==> src/rtl/seg_scan_pkg.sv <==
// Shared constants for the 7-segment scan capture block: segment code table,
// blank pattern, FSM state encoding and small an-bus helpers.
package seg_scan_pkg;

    // Active-low a..g as {g,f,e,d,c,b,a}.
    localparam logic [6:0] SEG_BLANK = 7'h7F;

    localparam logic [6:0] SEG_CODE [16] = '{
        7'h40, 7'h79, 7'h24, 7'h30, 7'h19, 7'h12, 7'h02, 7'h78,
        7'h00, 7'h10, 7'h08, 7'h03, 7'h46, 7'h21, 7'h06, 7'h0E
    };

    typedef logic [1:0] state_t;

    localparam state_t IDLE   = 2'd0;
    localparam state_t SETTLE = 2'd1;
    localparam state_t HOLD   = 2'd2;

    // True when exactly one anode enable is asserted (low).
    function automatic logic one_cold(input logic [3:0] v);
        return ($countones(~v) == 1);
    endfunction

    // Position of the lowest zero bit; only meaningful when one_cold(v).
    function automatic logic [1:0] cold_index(input logic [3:0] v);
        logic [1:0] r;
        r = 2'd0;
        for (int i = 3; i >= 0; i--) begin
            if (!v[i]) r = 2'(i);
        end
        return r;
    endfunction

endpackage

==> src/rtl/seg7_to_hex.sv <==
// Combinational inverse of the hex-to-7-segment decoder: active-low a..g to
// hex digit, with blank and error flags.
module seg7_to_hex
    import seg_scan_pkg::*;
(
    input  logic [6:0] seg,
    output logic [3:0] hex,
    output logic       blank,
    output logic       err
);

    always_comb begin
        hex   = 4'h0;
        blank = (seg == SEG_BLANK);
        err   = !blank;
        for (int i = 0; i < 16; i++) begin
            if (seg == SEG_CODE[i]) begin
                hex = 4'(i);
                err = 1'b0;
            end
        end
    end

endmodule

==> src/rtl/seg_scan_capture.sv <==
// Rebuilds 4-digit hex frames from a multiplexed active-low anode/segment bus.
// Optional glitch counter output enabled by defining SEG_SCAN_GLITCH_CNT_EN.
module seg_scan_capture
    import seg_scan_pkg::*;
#(
    parameter int unsigned STABLE_CYCLES = 16,
    parameter int unsigned TIMEOUT       = 65536
) (
    input  logic        clk,
    input  logic        rst,
    input  logic [3:0]  an,
    input  logic [7:0]  seg,
    output logic [15:0] hex,
    output logic [3:0]  points,
    output logic [3:0]  blank,
    output logic [3:0]  err,
    output logic        frame_valid,
    output logic        no_signal
`ifdef SEG_SCAN_GLITCH_CNT_EN
    ,
    output logic [15:0] glitch_cnt
`endif
);

    localparam int unsigned CW = $clog2(STABLE_CYCLES + 1);
    localparam int unsigned IW = $clog2(TIMEOUT);

    localparam logic [CW-1:0] CNT_LAST  = CW'(STABLE_CYCLES - 1);
    localparam logic [CW-1:0] CNT_MAX   = '1;
    localparam logic [IW-1:0] IDLE_LAST = IW'(TIMEOUT - 1);

    logic [3:0]    s_an, p_an;
    logic [7:0]    s_seg, p_seg;
    logic [CW-1:0] cnt_q, cnt_d;
    logic [IW-1:0] idle_q, idle_d;
    state_t        state_q, state_d;

    logic [3:0]    mask_q, mask_d;
    logic [15:0]   slot_hex_q, slot_hex_d;
    logic [3:0]    slot_p_q, slot_p_d;
    logic [3:0]    slot_blank_q, slot_blank_d;
    logic [3:0]    slot_err_q, slot_err_d;
    logic          no_signal_d;

    logic          change, an_ok, accept, frame, timeout;
    logic [1:0]    idx;
    logic [3:0]    dec_hex;
    logic          dec_blank, dec_err;

    assign change = ({s_an, s_seg} != {p_an, p_seg});
    assign an_ok  = one_cold(s_an);
    assign idx    = cold_index(s_an);

    seg7_to_hex u_dec (
        .seg   (s_seg[6:0]),
        .hex   (dec_hex),
        .blank (dec_blank),
        .err   (dec_err)
    );

    // Input stage and stability counter.
    always_ff @(posedge clk or posedge rst) begin
        if (rst) begin
            s_an  <= 4'hF;
            s_seg <= 8'hFF;
            p_an  <= 4'hF;
            p_seg <= 8'hFF;
            cnt_q <= '0;
        end else begin
            s_an  <= an;
            s_seg <= seg;
            p_an  <= s_an;
            p_seg <= s_seg;
            cnt_q <= cnt_d;
        end
    end

    always_comb begin
        if (change) begin
            cnt_d = '0;
        end else if (cnt_q == CNT_MAX) begin
            cnt_d = cnt_q;
        end else begin
            cnt_d = cnt_q + 1'b1;
        end
    end

    // FSM: state register.
    always_ff @(posedge clk or posedge rst) begin
        if (rst) begin
            state_q <= IDLE;
        end else begin
            state_q <= state_d;
        end
    end

    // FSM: next state.
    always_comb begin
        state_d = state_q;
        unique case (state_q)
            IDLE: begin
                if (an_ok) state_d = SETTLE;
            end
            SETTLE: begin
                if (!an_ok) begin
                    state_d = IDLE;
                end else if (!change && cnt_q == CNT_LAST) begin
                    state_d = HOLD;
                end
            end
            HOLD: begin
                if (!an_ok) begin
                    state_d = IDLE;
                end else if (change) begin
                    state_d = SETTLE;
                end
            end
            default: state_d = IDLE;
        endcase
    end

    // FSM: outputs.
    always_comb begin
        accept = (state_q == SETTLE) && an_ok && !change && (cnt_q == CNT_LAST);
    end

    // Slot capture, frame assembly and idle timeout.
    always_comb begin
        slot_hex_d   = slot_hex_q;
        slot_p_d     = slot_p_q;
        slot_blank_d = slot_blank_q;
        slot_err_d   = slot_err_q;
        mask_d       = mask_q;
        frame        = 1'b0;
        timeout      = 1'b0;
        idle_d       = idle_q;
        no_signal_d  = no_signal;

        if (accept) begin
            slot_hex_d[{idx, 2'b00} +: 4] = dec_hex;
            slot_p_d[idx]                 = ~s_seg[7];
            slot_blank_d[idx]             = dec_blank;
            slot_err_d[idx]               = dec_err;
            mask_d                        = mask_q | (4'b0001 << idx);
            // The completing digit is already in the *_d slots emitted below.
            if (mask_d == 4'hF) begin
                frame  = 1'b1;
                mask_d = 4'h0;
            end
            idle_d      = '0;
            no_signal_d = 1'b0;
        end else if (idle_q == IDLE_LAST) begin
            timeout     = 1'b1;
            mask_d      = 4'h0;
            no_signal_d = 1'b1;
        end else begin
            idle_d = idle_q + 1'b1;
        end
    end

    always_ff @(posedge clk or posedge rst) begin
        if (rst) begin
            mask_q       <= 4'h0;
            slot_hex_q   <= 16'h0;
            slot_p_q     <= 4'h0;
            slot_blank_q <= 4'hF;
            slot_err_q   <= 4'h0;
            idle_q       <= '0;
            no_signal    <= 1'b1;
            hex          <= 16'h0;
            points       <= 4'h0;
            blank        <= 4'hF;
            err          <= 4'h0;
            frame_valid  <= 1'b0;
        end else begin
            mask_q       <= mask_d;
            slot_hex_q   <= slot_hex_d;
            slot_p_q     <= slot_p_d;
            slot_blank_q <= slot_blank_d;
            slot_err_q   <= slot_err_d;
            idle_q       <= idle_d;
            no_signal    <= no_signal_d;
            frame_valid  <= frame;
            if (frame) begin
                hex    <= slot_hex_d;
                points <= slot_p_d;
                blank  <= slot_blank_d;
                err    <= slot_err_d;
            end
        end
    end

`ifdef SEG_SCAN_GLITCH_CNT_EN
    logic glitch_inc;

    // Any change seen while settling abandons that digit without an accept.
    assign glitch_inc = (state_q == SETTLE) && change;

    always_ff @(posedge clk or posedge rst) begin
        if (rst) begin
            glitch_cnt <= 16'h0;
        end else if (glitch_inc && glitch_cnt != 16'hFFFF) begin
            glitch_cnt <= glitch_cnt + 16'h1;
        end
    end
`endif

endmodule
==> config.mk <==
export PLATFORM = sky130hd
export DESIGN_NAME = seg_scan_capture
export DESIGN_NICKNAME = d
export VERILOG_FILES = /design/src/rtl/seg_scan_pkg.sv /design/src/rtl/seg7_to_hex.sv /design/src/rtl/seg_scan_capture.sv
export SDC_FILE = /design/constraint.sdc
export NUM_CORES = 1
export LEC_CHECK = 0
export ABC_AREA = 0
export BUFFER_PORTS_ARGS = -buffer_cell sky130_fd_sc_hd__buf_2
export CAP_MARGIN = 20
export CORE_AREA = 8 8 139 141
export DETAILED_ROUTE_END_ITERATION = 8
export DIE_AREA = 0 0 147 149
export GPL_TIMING_DRIVEN = 0
export PLACE_DENSITY = 0.43
export SLEW_MARGIN = 20
export SYNTH_ARGS = -nofsm -noshare
export SYNTH_HDL_FRONTEND = slang
export SYNTH_SLANG_ARGS = --single-unit
==> constraint.sdc <==
create_clock -name clk -period 4.75 [get_ports clk]
set_input_delay 0.475 -clock clk [delete_from_list [all_inputs] [get_ports clk]]
set_output_delay 0.475 -clock clk [all_outputs]
set_load 0.01 [all_outputs]
==> results by group, run 1 <==
Placed design
  – Post-DP HPWL: 8110 um
  – Dpl ws: 0.893 ns
  – Port Buffers: 43
  – RePlAce Congestion: 0.745

Global route
  – Global route hottest layer: met2
  – Met2 Usage GRT: 17.7%
  – Antenna violations before repair: 0
  – Met3 Resource Use GR: 2.94%
  – First-pass GRT wire length: 19,000 um
  – Pin count of the biggest net entering global routing: 58
  – Total GRT Usage: 10.8%
  – Grt ovf: 0
  – Met1 usage: 13.2%
  – Vias in the first global route: 3,760

Synthesis
  – Number of flops mapped to enable cells by yosys: 0
  – Register area share after synthesis: 55.4%
  – Cell Area, Synth: 5000 um2
  – Ys async rst share: 100%
  – Avg Synthesized Cell Area: 10.6 um2
  – Post-synth top flop: dfrtp_1
  – Ys Warns: 0
  – Synth cell types: 54
  – Synth Register Bits: 109
  – Gate count after technology mapping: 473
  – Syn nets: 502

Pwr
  – Pwr dens: 311 nW/um2
  – Leak pwr: 2.92 nW
  – Reg power frac: 52.9%
  – Combinational share of power: 5.4%
  – Sw Pwr: 408 uW
  – Clock share of power: 41.7%
  – Max rail drop VDD: 0.158 mV
  – P_int: 1.41 mW
  – Switching share of total power: 22.5%
  – Final Power: 1.81 mW

CTS
  – Worst-Skew Late Latency: 0.35 ns
  – Post-CTS Resized: 0
  – H-tree depth: 3
  – Post-CTS Setup Repair Bufs: 0
  – TritonCTS clock tree: built
  – Hold-fix buffers at CTS: 0
  – Total CTS buffers: 9
  – Clock transition at path regs: 0.07 ns
  – Root buf cell: clkbuf_16
  – Clock Tree Buf Depth: 2
  – Clock tree sinks: 109

Drt
  – Residual DRC: 0
  – 1st-iter DRT viols: 240
  – Via Count: 3,536
  – Routed vias/inst: 4.66
  – WL final: 11,100 um
  – Routed wire length per instance: 14.7 um
  – DRT Pass-1 Iters: 4
  – Antenna Nets Post-Route: 0

Outcome
  – Outcome: complete, no violations

STA
  – Clock skew: 0.00779 ns
  – RSZ-0062 raised after global routing: false
  – Share of the clock period used by the worst path: 80.8%
  – Min Clock Period, post-route: 3.84 ns
  – Slew Limit Fails: 0
  – Setup_tns: 0 ns
  – Final Hold Vio Count: 0
  – Finish-stage setup viols: 0
  – Worst-Margin Slew: 0.988 ns
  – Fmax: 260 MHz
  – Max_slew headroom: 33.5%
  – PnR worst setup slack: 0.910 ns

Setup path
  – Worst Setup End Kind: register
  – Critical Path AT: 4.07 ns
  – Crit-path most repeated cell: ha_1
  – Critical path launch point type: register
  – Reg2reg start: s_an[1]
  – Reg2Reg Depth: 11
  – CP cell instances: fa_1 > inv_1 > ha_1 > ha_1 > or3b_4 > or3_4 > nor4_4 > and2_1 > buf_4 > buf_6 > mux2_1
  – Crit-path max FO: 10
  – Worst path slowest cell: dfstp_2
  – FF-to-FF setup slack: 0.91 ns
  – CP delay by family, top: simple AND/OR/NAND/NOR gates
  – Reg2reg end: hex[10]
  – Critical path class: register to register
  – Critical path's largest stage delay: 0.59 ns
  – CP bufs+invs: 3
  – Worst EP required: 4.98 ns

Min path
  – Hold WC Path Type: primary input to asynchronous set/reset pin

Die
  – Die ar.: 21,900 um2
  – Die width: 147 um
  – Initial Utilization: 29.3%
  – Row count: 48
  – Core area: 17,100 um2
  – Ports: 44
  – Die Y: 149 um

Final layout
  – Antenna diodes: 0
  – Sequential Area: 2770 um2
  – Commonest non-fill, non-tap cells in the layout: dfrtp_1 (76), nand2_1 (57), nor2_1 (51), buf_2 (46), dfstp_2 (33)
  – Area of the multi-input gates: 2060 um2
  – Fill cells: 1,765
  – # nets final: 557
  – Most common cell after layout, fill and taps aside: dfrtp_1
  – Final core occ: 34.2%
  – Syn-to-layout area delta: 16.8%
  – Layout cells sized above 1: 21.0%

Flow run
  – Max Cap Viol: 0
==> flip-flops by register name, indices dropped and copies added, names as in the netlist <==
register,cells
slot_blank_q,4
blank,4
frame_valid,1
slot_hex_q,16
s_an,4
hex,16
idle_q,16
cnt_q,5
err,4
p_an,4
s_seg,8
slot_p_q,4
mask_q,4
p_seg,8
slot_err_q,4
state_q,2
no_signal,1
points,4
==> worst max-delay path by stage <==
stage	from	end	slack (ns)	cells past startpoint
6_report	s_an[1]	hex[10]	0.91	11
5_1_grt	s_an[1]	hex[10]	0.70	11
4_1_cts	s_an[1]	hex[10]	0.86	11
3_5_place_dp	s_an[1]	hex[10]	0.89	11
3_3_place_gp	rst	frame_valid	0.09	2
2_1_floorplan	s_an[1]	hex[10]	1.26	11
==> per-layer routing <==
layer  routed length (um)  vias up  part of all wire (%)
met5                    0        -                     0
met4                  270        0                   2.4
met3                  465       16                   4.2
met2                 5380       69                    48
met1                 5010     1731                    45
li1                     -     1720                     -
==> Yosys cell counts, types with 2 or more instances <==
library cell,number,area [um2]
nor2_1,51,191
a21o_1,6,45.0
a211oi_1,2,15.0
nand3_1,17,85.1
nor2b_1,9,56.3
or3_1,3,18.8
a31oi_1,3,18.8
mux2i_1,14,140
dfstp_2,33,867
a21boi_0,5,37.5
a21boi_1,2,15.0
mux2_2,4,45.0
nor4_1,8,50.1
inv_1,24,90.1
ha_1,14,175
xnor2_1,4,35.0
o22ai_1,3,18.8
nand2_1,57,214
a21oi_1,30,150
buf_2,3,15.0
or4_1,3,22.5
buf_4,2,15.0
mux2_4,2,30.0
nand2b_1,2,12.5
buf_6,3,33.8
nor3_1,9,45.0
nor3b_1,4,30.0
o21ai_0,11,55.1
nand4_1,7,43.8
xor2_1,24,210
clkbuf_1,8,30.0
nor4bb_1,2,20.0
dfrtp_1,76,1900
and3_1,8,50.1
==> cells by family after synthesis <==
kind of cell | after synthesis | share of synthesized area, %
mux | 21 | 4.53
fa+ha+maj | 15 | 3.91
flops | 109 | 55.4
xor+xnor | 28 | 4.91
compound gates | 72 | 8.79
simple gates | 188 | 18.8
buf+inv | 40 | 3.68
==> stage by stage <==
stage,hold slack (ns),instances,cell area (um2)
after floorplan,0.352,473,5000
after global routing,0.192,758,5840
final,0.173,758,5840
after global placement,0.356,741,5490
after detailed placement,0.360,742,5530
after CTS,0.198,758,5830
==> worst register-to-register path, cell delays in order, from the launching register on <==
cell and delay [ns]:
dfstp_2 0.59, fa_1 0.42, inv_1 0.06, ha_1 0.13, ha_1 0.22, or3b_4 0.42
or3_4 0.43, nor4_4 0.59, and2_1 0.21, buf_4 0.16, buf_6 0.16, mux2_1 0.32
==> power groups by stage <==
stage                     Sequential (mW)  Clock [mW]  Combinational [mW]
final                               0.959       0.757              0.0974
after global routing                0.960       0.824               0.112
after CTS                           0.959       0.791               0.100
after detailed placement            0.976           0              0.0997
after global placement              0.976           0              0.0936
after floorplan                     0.973           0              0.0674
==> cell type report <==
class / instances / share of cell area, %
Clock buffer: 13 / 4.29
Timing Repair Buffer: 44 / 4.16
Multi-Input combinational cell: 324 / 35.3
Buffer: 16 / 1.61
Sequential cell: 109 / 47.4
Tap cell: 225 / 4.82
Clock inverter: 3 / 0.793
Inverter: 24 / 1.63
No activity file was read; power rests on OpenSTA's default activity.
==> run 2, diff against run 1 <==
- ABC_AREA: 0 -> 1
- CORE_AREA: 8 8 139 141 -> 8 8 140 142
- DIE_AREA: 0 0 147 149 -> 0 0 148 150
- clock period: 4.75 -> 3.6 ns (I/O delays scaled with it)
==> run 2 against run 1 <==
Die area rose by 1.4%. Flip-flop and latch count did not move. Via count rose by 7.5%. Combinational power grew 33%. Clock power increased by 31%. Register-to-register slack got worse by 0.25 ns. First-iteration DRC count shrank 27%. Critical path depth grew 2. Largest power group unchanged. Highest routed layer unchanged.
==> results by group, run 2 <==
STA
  – Min Clock Period, post-route: 2.94 ns (-0.903 ns)
  – Max_slew headroom: 60.5% (+27 points)
  – Final Hold Vio Count: 0 (unchanged)
  – Finish-stage setup viols: 0 (unchanged)
  – Clock skew: 0.00903 ns (+0.00124 ns)
  – PnR worst setup slack: 0.664 ns (-0.247 ns)
  – Share of the clock period used by the worst path: 81.6% (+0.72 points)
  – Fmax: 341 MHz (+31%)
  – Worst-Margin Slew: 0.592 ns (-0.396 ns)
  – RSZ-0062 raised after global routing: false
  – Fin Hold WS: 0.00762 ns (-0.165 ns)
  – Slew Limit Fails: 0 (unchanged)

Pwr
  – Max rail drop VDD: 0.228 mV (+44%)
  – P_int: 1.84 mW (+31%)
  – Combinational share of power: 5.4% (about the same)
  – Switching share of total power: 23.3% (+0.77 points)
  – Leak pwr: 3.02 nW (+3.5%)
  – Final Power: 2.40 mW (+32%)
  – Sw Pwr: 558 uW (+37%)
  – Reg power frac: 53.1% (+0.2 points)
  – Pwr dens: 405 nW/um2 (+30%)
  – Clock share of power: 41.5% (-0.2 points)

Drt
  – Routed wire length per instance: 12.8 um (-13%)
  – Via Count: 3,801 (+7.5%)
  – DRT Pass-1 Iters: 7 (+3)
  – 1st-iter DRT viols: 176 (-27%)
  – Routed vias/inst: 4.40 (-5.7%)
  – WL final: 11,100 um (-0.60%)
  – Antenna Nets Post-Route: 0 (unchanged)
  – Residual DRC: 0 (unchanged)

Synthesis
  – Synth area leaders: dfrtp_1 (37%), dfstp_2 (17%), nand2_1 (13%)
  – Post-synth top area share: 37.4% (-0.68 points)
  – Register area share after synthesis: 54.4% (-0.99 points)
  – Xor/xnor share of the synthesized area: 2.93% (-2.0 points)
  – Most numerous cell in the Yosys netlist: nand2_1
  – Synth cell count leaders: nand2_1 (177), dfrtp_1 (76), inv_1 (58)
  – Syn nets: 604 (+20%)
  – Cell Area, Synth: 5090 um2 (+1.8%)
  – Number of flops mapped to enable cells by yosys: 0 (unchanged)
  – Gate count after technology mapping: 575 (+22%)
  – Synth cell types: 38 (-30%)
  – Synth Register Bits: 109 (unchanged)
  – Ys async rst share: 100% (unchanged)
  – Largest family of logic cells by synthesized area: simple AND/OR/NAND/NOR gates
  – Synth Area in Compound Gates: 7.40% (-1.4 points)
  – Ys Warns: 0 (unchanged)
  – Adder-cell share of the synthesized area: 3.84% (-0.070 points)
  – Cell accounting for the most synthesized area: dfrtp_1
  – Post-synth top flop: dfrtp_1
  – Post-synthesis mux area share: 0% (-4.5 points)
  – Synth Area in Simple Gates: 25.5% (+6.8 points)
  – Avg Synthesized Cell Area: 8.85 um2 (-16%)

CTS
  – Total CTS buffers: 9 (unchanged)
  – Post-CTS Setup Repair Bufs: 0 (unchanged)
  – H-tree depth: 3 (unchanged)
  – Clock transition at path regs: 0.07 ns (about the same)
  – Root buf cell: clkbuf_16
  – Post-CTS Resized: 0 (unchanged)
  – TritonCTS clock tree: built
  – Worst-Skew Late Latency: 0.36 ns (about the same)
  – Clock tree sinks: 109 (unchanged)
  – Clock Tree Buf Depth: 2 (unchanged)
  – Hold-fix buffers at CTS: 0 (unchanged)

Final layout
  – Most common cell after layout, fill and taps aside: nand2_1
  – Antenna diodes: 0 (unchanged)
  – Final Non-Filler Cells: 864 (+14%)
  – Layout cells sized above 1: 20.6% (-0.38 points)
  – Commonest non-fill, non-tap cells in the layout: nand2_1 (177), dfrtp_1 (76), inv_1 (57), nor2_1 (52), buf_2 (47)
  – # nets final: 659 (+18%)
  – Biggest regs: hex: 16 flops, idle_q: 16 flops, slot_hex_q: 16 flops
  – Fill cells: 1,895 (+7.4%)
  – Syn-to-layout area delta: 16.3%

Global route
  – First-pass GRT wire length: 19,100 um (+0.69%)
  – Vias in the first global route: 3,977 (+5.8%)
  – Antenna violations before repair: 0 (unchanged)
  – Pin count of the biggest net entering global routing: 72 (+24%)
  – Total GRT Usage: 10.8% (+0.038 points)
  – Grt ovf: 0 (unchanged)
  – Met2 Usage GRT: 18.6% (+0.82 points)
  – Global route hottest layer: met2
  – Met3 Resource Use GR: 3.51% (+0.56 points)
  – Met1 usage: 12.6% (-0.54 points)

Setup path
  – Worst Setup End Kind: register
  – Crit-path max FO: 10 (unchanged)
  – Critical path's largest stage delay: 0.60 ns (about the same)
  – Reg2Reg Depth: 13 (+2)
  – CP cell instances: fa_1 > inv_1 > ha_1 > ha_1 > nand3b_1 > nor2_1 > nand4_2 > buf_6 > nor2_4 > inv_1 > buf_2 > nand2_1 > nand2_1
  – Critical path launch point type: register
  – Worst path slowest cell: dfstp_2
  – Critical Path AT: 3.18 ns (-0.89 ns)
  – Critical path class: register to register
  – Worst EP required: 3.85 ns (-1.13 ns)

Placed design
  – RePlAce Congestion: 0.806 (+8.2%)
  – Port Buffers: 43 (unchanged)
  – Post-DP HPWL: 8210 um (+1.2%)
  – Dpl ws: 0.674 ns (-0.219 ns)
  – Placed Instances: 848 (+14%)

Die
  – Core area: 17,500 um2 (+2.8%)
  – Die ar.: 22,200 um2 (+1.4%)
  – Die width: 148 um (+0.68%)
  – Die Y: 150 um (+0.67%)
  – Initial Utilization: 29.0% (-0.28 points)
  – Row count: 49 (+2.1%)
  – Ports: 44 (unchanged)

Flow run
  – Max Cap Viol: 0 (unchanged)

Min path
  – Hold WC Path Type: primary input to asynchronous set/reset pin

Outcome
  – Outcome: complete, no violations
[run 2: cells by family after synthesis]
logic type	after synthesis
simple gates	297
fa+ha+maj	15
xor+xnor	17
buf+inv	72
compound gates	65
flops	109
[run 2: area by class of cell]
| type | instances | area (um2) | share of cell area, % |
|---|---|---|---|
| inverter | 65 | 250 | 4.23 |
| multi-input combinational | 394 | 2020 | 34.2 |
| sequential | 109 | 2770 | 46.8 |
| clock inverter | 5 | 61.3 | 1.04 |
| clock buffer | 11 | 233 | 3.93 |
| timing repair buffer | 44 | 243 | 4.10 |
| tap | 229 | 287 | 4.84 |
| buffer | 7 | 53.8 | 0.909 |
[run 2: worst paths after layout]
| check | slack (ns) | end | from |
|---|---|---|---|
| min | 0.008 | hex[1] | rst |
| max | 0.66 | points[2] | s_an[1] |
| max reg2reg | 0.66 | points[2] | s_an[1] |
| min in group clk | 0.10 | s_seg[2] | seg[2] |
| min reg2reg | 0.39 | p_seg[6] | s_seg[6] |
| max in group asynchronous | 2.91 | blank[1] | rst |
[run 2: routing by layer]
layer	vias to the layer above	wire (um)	part of all wire [%]
li1	1944	-	-
met2	65	5290	48
met4	0	144	1.3
met5	-	0	0
met1	1776	5200	47
met3	16	425	3.8
[run 2: power groups by stage]
stage | sequential, mW | combinational, mW | clock (mW)
floorplan | 1.29 | 0.0942 | 0
global placement | 1.29 | 0.127 | 0
detailed placement | 1.30 | 0.134 | 0
CTS | 1.27 | 0.135 | 1.04
global route | 1.28 | 0.153 | 1.09
finish | 1.27 | 0.130 | 0.993
[run 2: metrics by stage]
step | util (%) | instance area [um2] | TNS (ns)
6_report | 33.7 | 5920 | 0
5_1_grt | 33.7 | 5920 | 0
4_1_cts | 33.7 | 5920 | 0
3_5_place_dp | 32.1 | 5620 | 0
3_3_place_gp | 31.9 | 5590 | -73.70
2_1_floorplan | - | 5090 | 0
[run 2: critical path: cells and delay by family, from the launching register on]
kind                     cells  cell delay, ns
AND/OR/NAND/NOR              6            0.87
adder cells (fa/ha/maj)      3            0.79
flip-flops                   1            0.60
buffers and inverters        4            0.56
==> run 3, diff against run 2 <==
- clock period: 3.6 -> 2.8 ns (I/O delays scaled with it)
==> run 3 against run 2 <==
Largest power group unchanged. Worst hold slack better by 0.012 ns. Combinational power rose by 57%. Via count rose by 1.6%. Largest cell class unchanged. Critical endpoint is now hex[12]. Power grew 35%. Critical path type unchanged. Cell area rose by 5.4%. Worst setup slack lost 0.63 ns. Clock power rose by 42%. Register-to-register slack lost 0.63 ns.
==> results by group, run 3 (synthesis gave the netlist of run 2 again) <==
Pwr
  – Leak pwr: 3.15 nW (+4.0%)
  – Pwr dens: 520 nW/um2 (+28%)
  – Max rail drop VDD: 0.280 mV (+23%)

CTS
  – Clock transition at path regs: 0.07 ns (about the same)
  – Clock tree sinks: 109 (unchanged)
  – H-tree depth: 3 (unchanged)
  – TritonCTS clock tree: built
  – Root buf cell: clkbuf_16
  – Worst-Skew Late Latency: 0.36 ns (about the same)
  – Total CTS buffers: 9 (unchanged)
  – Clock Tree Buf Depth: 2 (unchanged)

STA
  – RSZ-0062 raised after global routing: true
  – Worst-Margin Slew: 0.586 ns (-0.00669 ns)
  – Min Clock Period, post-route: 2.77 ns (-0.166 ns)
  – Final Hold Vio Count: 0 (unchanged)
  – PnR worst setup slack: 0.0295 ns (-0.634 ns)
  – Slew Limit Fails: 0 (unchanged)
  – Finish-stage setup viols: 0 (unchanged)
  – Max_slew headroom: 60.9% (+0.36 points)
  – Fmax: 361 MHz (+6.0%)
  – Clock skew: 0.00673 ns (-0.00231 ns)
  – Fin Hold WS: 0.0201 ns (+0.0124 ns)
  – Share of the clock period used by the worst path: 98.9% (+17 points)

Setup path
  – Worst EP required: 3.05 ns (-0.80 ns)
  – Critical path class: register to register
  – Stages on worst setup path: 14 (+1)
  – CP delay by family, top: simple AND/OR/NAND/NOR gates
  – CP bufs+invs: 3 (-1)
  – Crit path launch: s_an[3]
  – Critical path launch point type: register
  – Reg2Reg Depth: 14 (+1)
  – CP cell instances: fa_1 > inv_1 > ha_2 > ha_4 > nand3b_1 > nor2_2 > nand4_2 > buf_12 > buf_12 > nor2_8 > nor2_2 > o21bai_4 > nand2_1 > nand2_1
  – Worst Setup End Kind: register
  – Worst path slowest cell: dfstp_2
  – Crit-path max FO: 6 (-4)
  – Critical Path AT: 3.02 ns (-0.16 ns)
  – Critical path's largest stage delay: 0.55 ns (-0.05 ns)
  – Reg2reg start: s_an[3]
  – Critical path capture point: hex[12]
  – FF-to-FF setup slack: 0.03 ns (-0.63 ns)
  – Reg2reg end: hex[12]

Die
  – Die Y: 150 um (unchanged)
  – Core area: 17,500 um2 (unchanged)
  – Die width: 148 um (unchanged)
  – Row count: 49 (unchanged)
  – Die ar.: 22,200 um2 (unchanged)
  – Ports: 44 (unchanged)
  – Initial Utilization: 29.0% (unchanged)

Final layout
  – Area of the multi-input gates: 2110 um2 (+4.3%)
  – Antenna diodes: 0 (unchanged)
  – Commonest non-fill, non-tap cells in the layout: nand2_1 (170), dfrtp_1 (76), inv_1 (54), nor2_1 (50), buf_2 (44)
  – Biggest regs: hex: 16 flops, idle_q: 16 flops, slot_hex_q: 16 flops
  – Fin area: 6240 um2 (+5.4%)
  – Layout cells sized above 1: 25.1% (+4.5 points)
  – # nets final: 677 (+2.7%)
  – Most common cell after layout, fill and taps aside: nand2_1
  – Syn-to-layout area delta: 22.6%
  – Sequential Area: 2770 um2 (unchanged)
  – Fill cells: 1,851 (-2.3%)

Global route
  – Antenna violations before repair: 0 (unchanged)
  – Pin count of the biggest net entering global routing: 33 (-54%)
  – Total GRT Usage: 11.0% (+0.16 points)
  – Vias in the first global route: 3,896 (-2.0%)
  – Grt ovf: 0 (unchanged)
  – First-pass GRT wire length: 19,400 um (+1.8%)

Drt
  – 1st-iter DRT viols: 157 (-11%)
  – Via Count: 3,862 (+1.6%)
  – Routed vias/inst: 4.38 (-0.47%)
  – Residual DRC: 0 (unchanged)
  – WL final: 11,500 um (+3.6%)
  – Antenna Nets Post-Route: 0 (unchanged)
  – Routed wire length per instance: 13.0 um (+1.5%)
  – DRT Pass-1 Iters: 4 (-3)

Placed design
  – RePlAce Congestion: 0.798 (-1.1%)
  – Post-DP HPWL: 8370 um (+1.9%)
  – Placed cell areas: 5650 um2 (+0.56%)
  – Port Buffers: 43 (unchanged)
  – Dpl ws: -0.136 ns (-0.810 ns)

Flow run
  – Max Cap Viol: 0 (unchanged)

Min path
  – Hold WC Path Type: primary input to register

Outcome
  – Outcome: complete, no violations
run 3: changes by cell type in the layout (fill, tap and decap cells not counted), moves of 4 or more:
cell | before | now
nand2_1 | 177 | 170
buf_12 | 0 | 5
nand2_2 | 4 | 11
o21ai_1 | 15 | 19
buf_4 | 0 | 12
o21ai_0 | 21 | 16
run 3: what timing repair did:
action                                  in CTS  in global routing
endpoints found under the hold margin       14                  0
resized for setup                            5                 38
pin swaps                                    1                 16
hold buffers                                 2                  0
gates cloned                                 0                  1
endpoints found under the setup margin      32                 39
buffers inserted                             7                  6
run 3: report_power, final:
group	switching, mW	internal, mW
sequential	0.0215	1.61
clock	0.593	0.813
combinational	0.129	0.0752
run 3: layout make-up:
| type | count | area share (%) |
|---|---|---|
| Tap cell | 229 | 4.59 |
| Buffer | 7 | 1.34 |
| Inverter | 65 | 4.03 |
| Timing Repair Buffer | 62 | 6.64 |
| Multi-Input combinational cell | 394 | 33.8 |
| Sequential cell | 109 | 44.4 |
| Clock buffer | 11 | 3.89 |
| Clock inverter | 5 | 1.32 |
run 3: metrics by stage:
stage	setup TNS [ns]	instances	total power, mW	util (%)
3_5_place_dp	-2.76	850	1.84	32.2
4_1_cts	0	875	3.29	34.6
3_3_place_gp	-1.80	847	1.83	31.9
5_1_grt	-1.15	882	3.38	35.6
2_1_floorplan	0	575	1.78	-
6_report	0	882	3.24	35.6
run 3: worst min path at each step:
stage                     startpoint        to  slack, ns  cells after the start
after floorplan                an[0]   s_an[0]       0.28                      0
after global placement      s_seg[6]  p_seg[6]       0.38                      0
after detailed placement         rst    hex[1]       0.38                      2
after CTS                     seg[4]  s_seg[4]      0.001                      1
after global routing          seg[4]  s_seg[4]      0.003                      1
final                         seg[6]  s_seg[6]       0.02                      1
run 3: layer usage:
| layer | track usage, % | up-vias | routed length (um) |
|---|---|---|---|
| li1 | - | 1971 | - |
| met1 | 13.7 | 1835 | 5540 |
| met2 | 18.1 | 43 | 5400 |
| met3 | 2.09 | 13 | 294 |
| met4 | 5.20 | 0 | 221 |
| met5 | 0 | - | 0 |
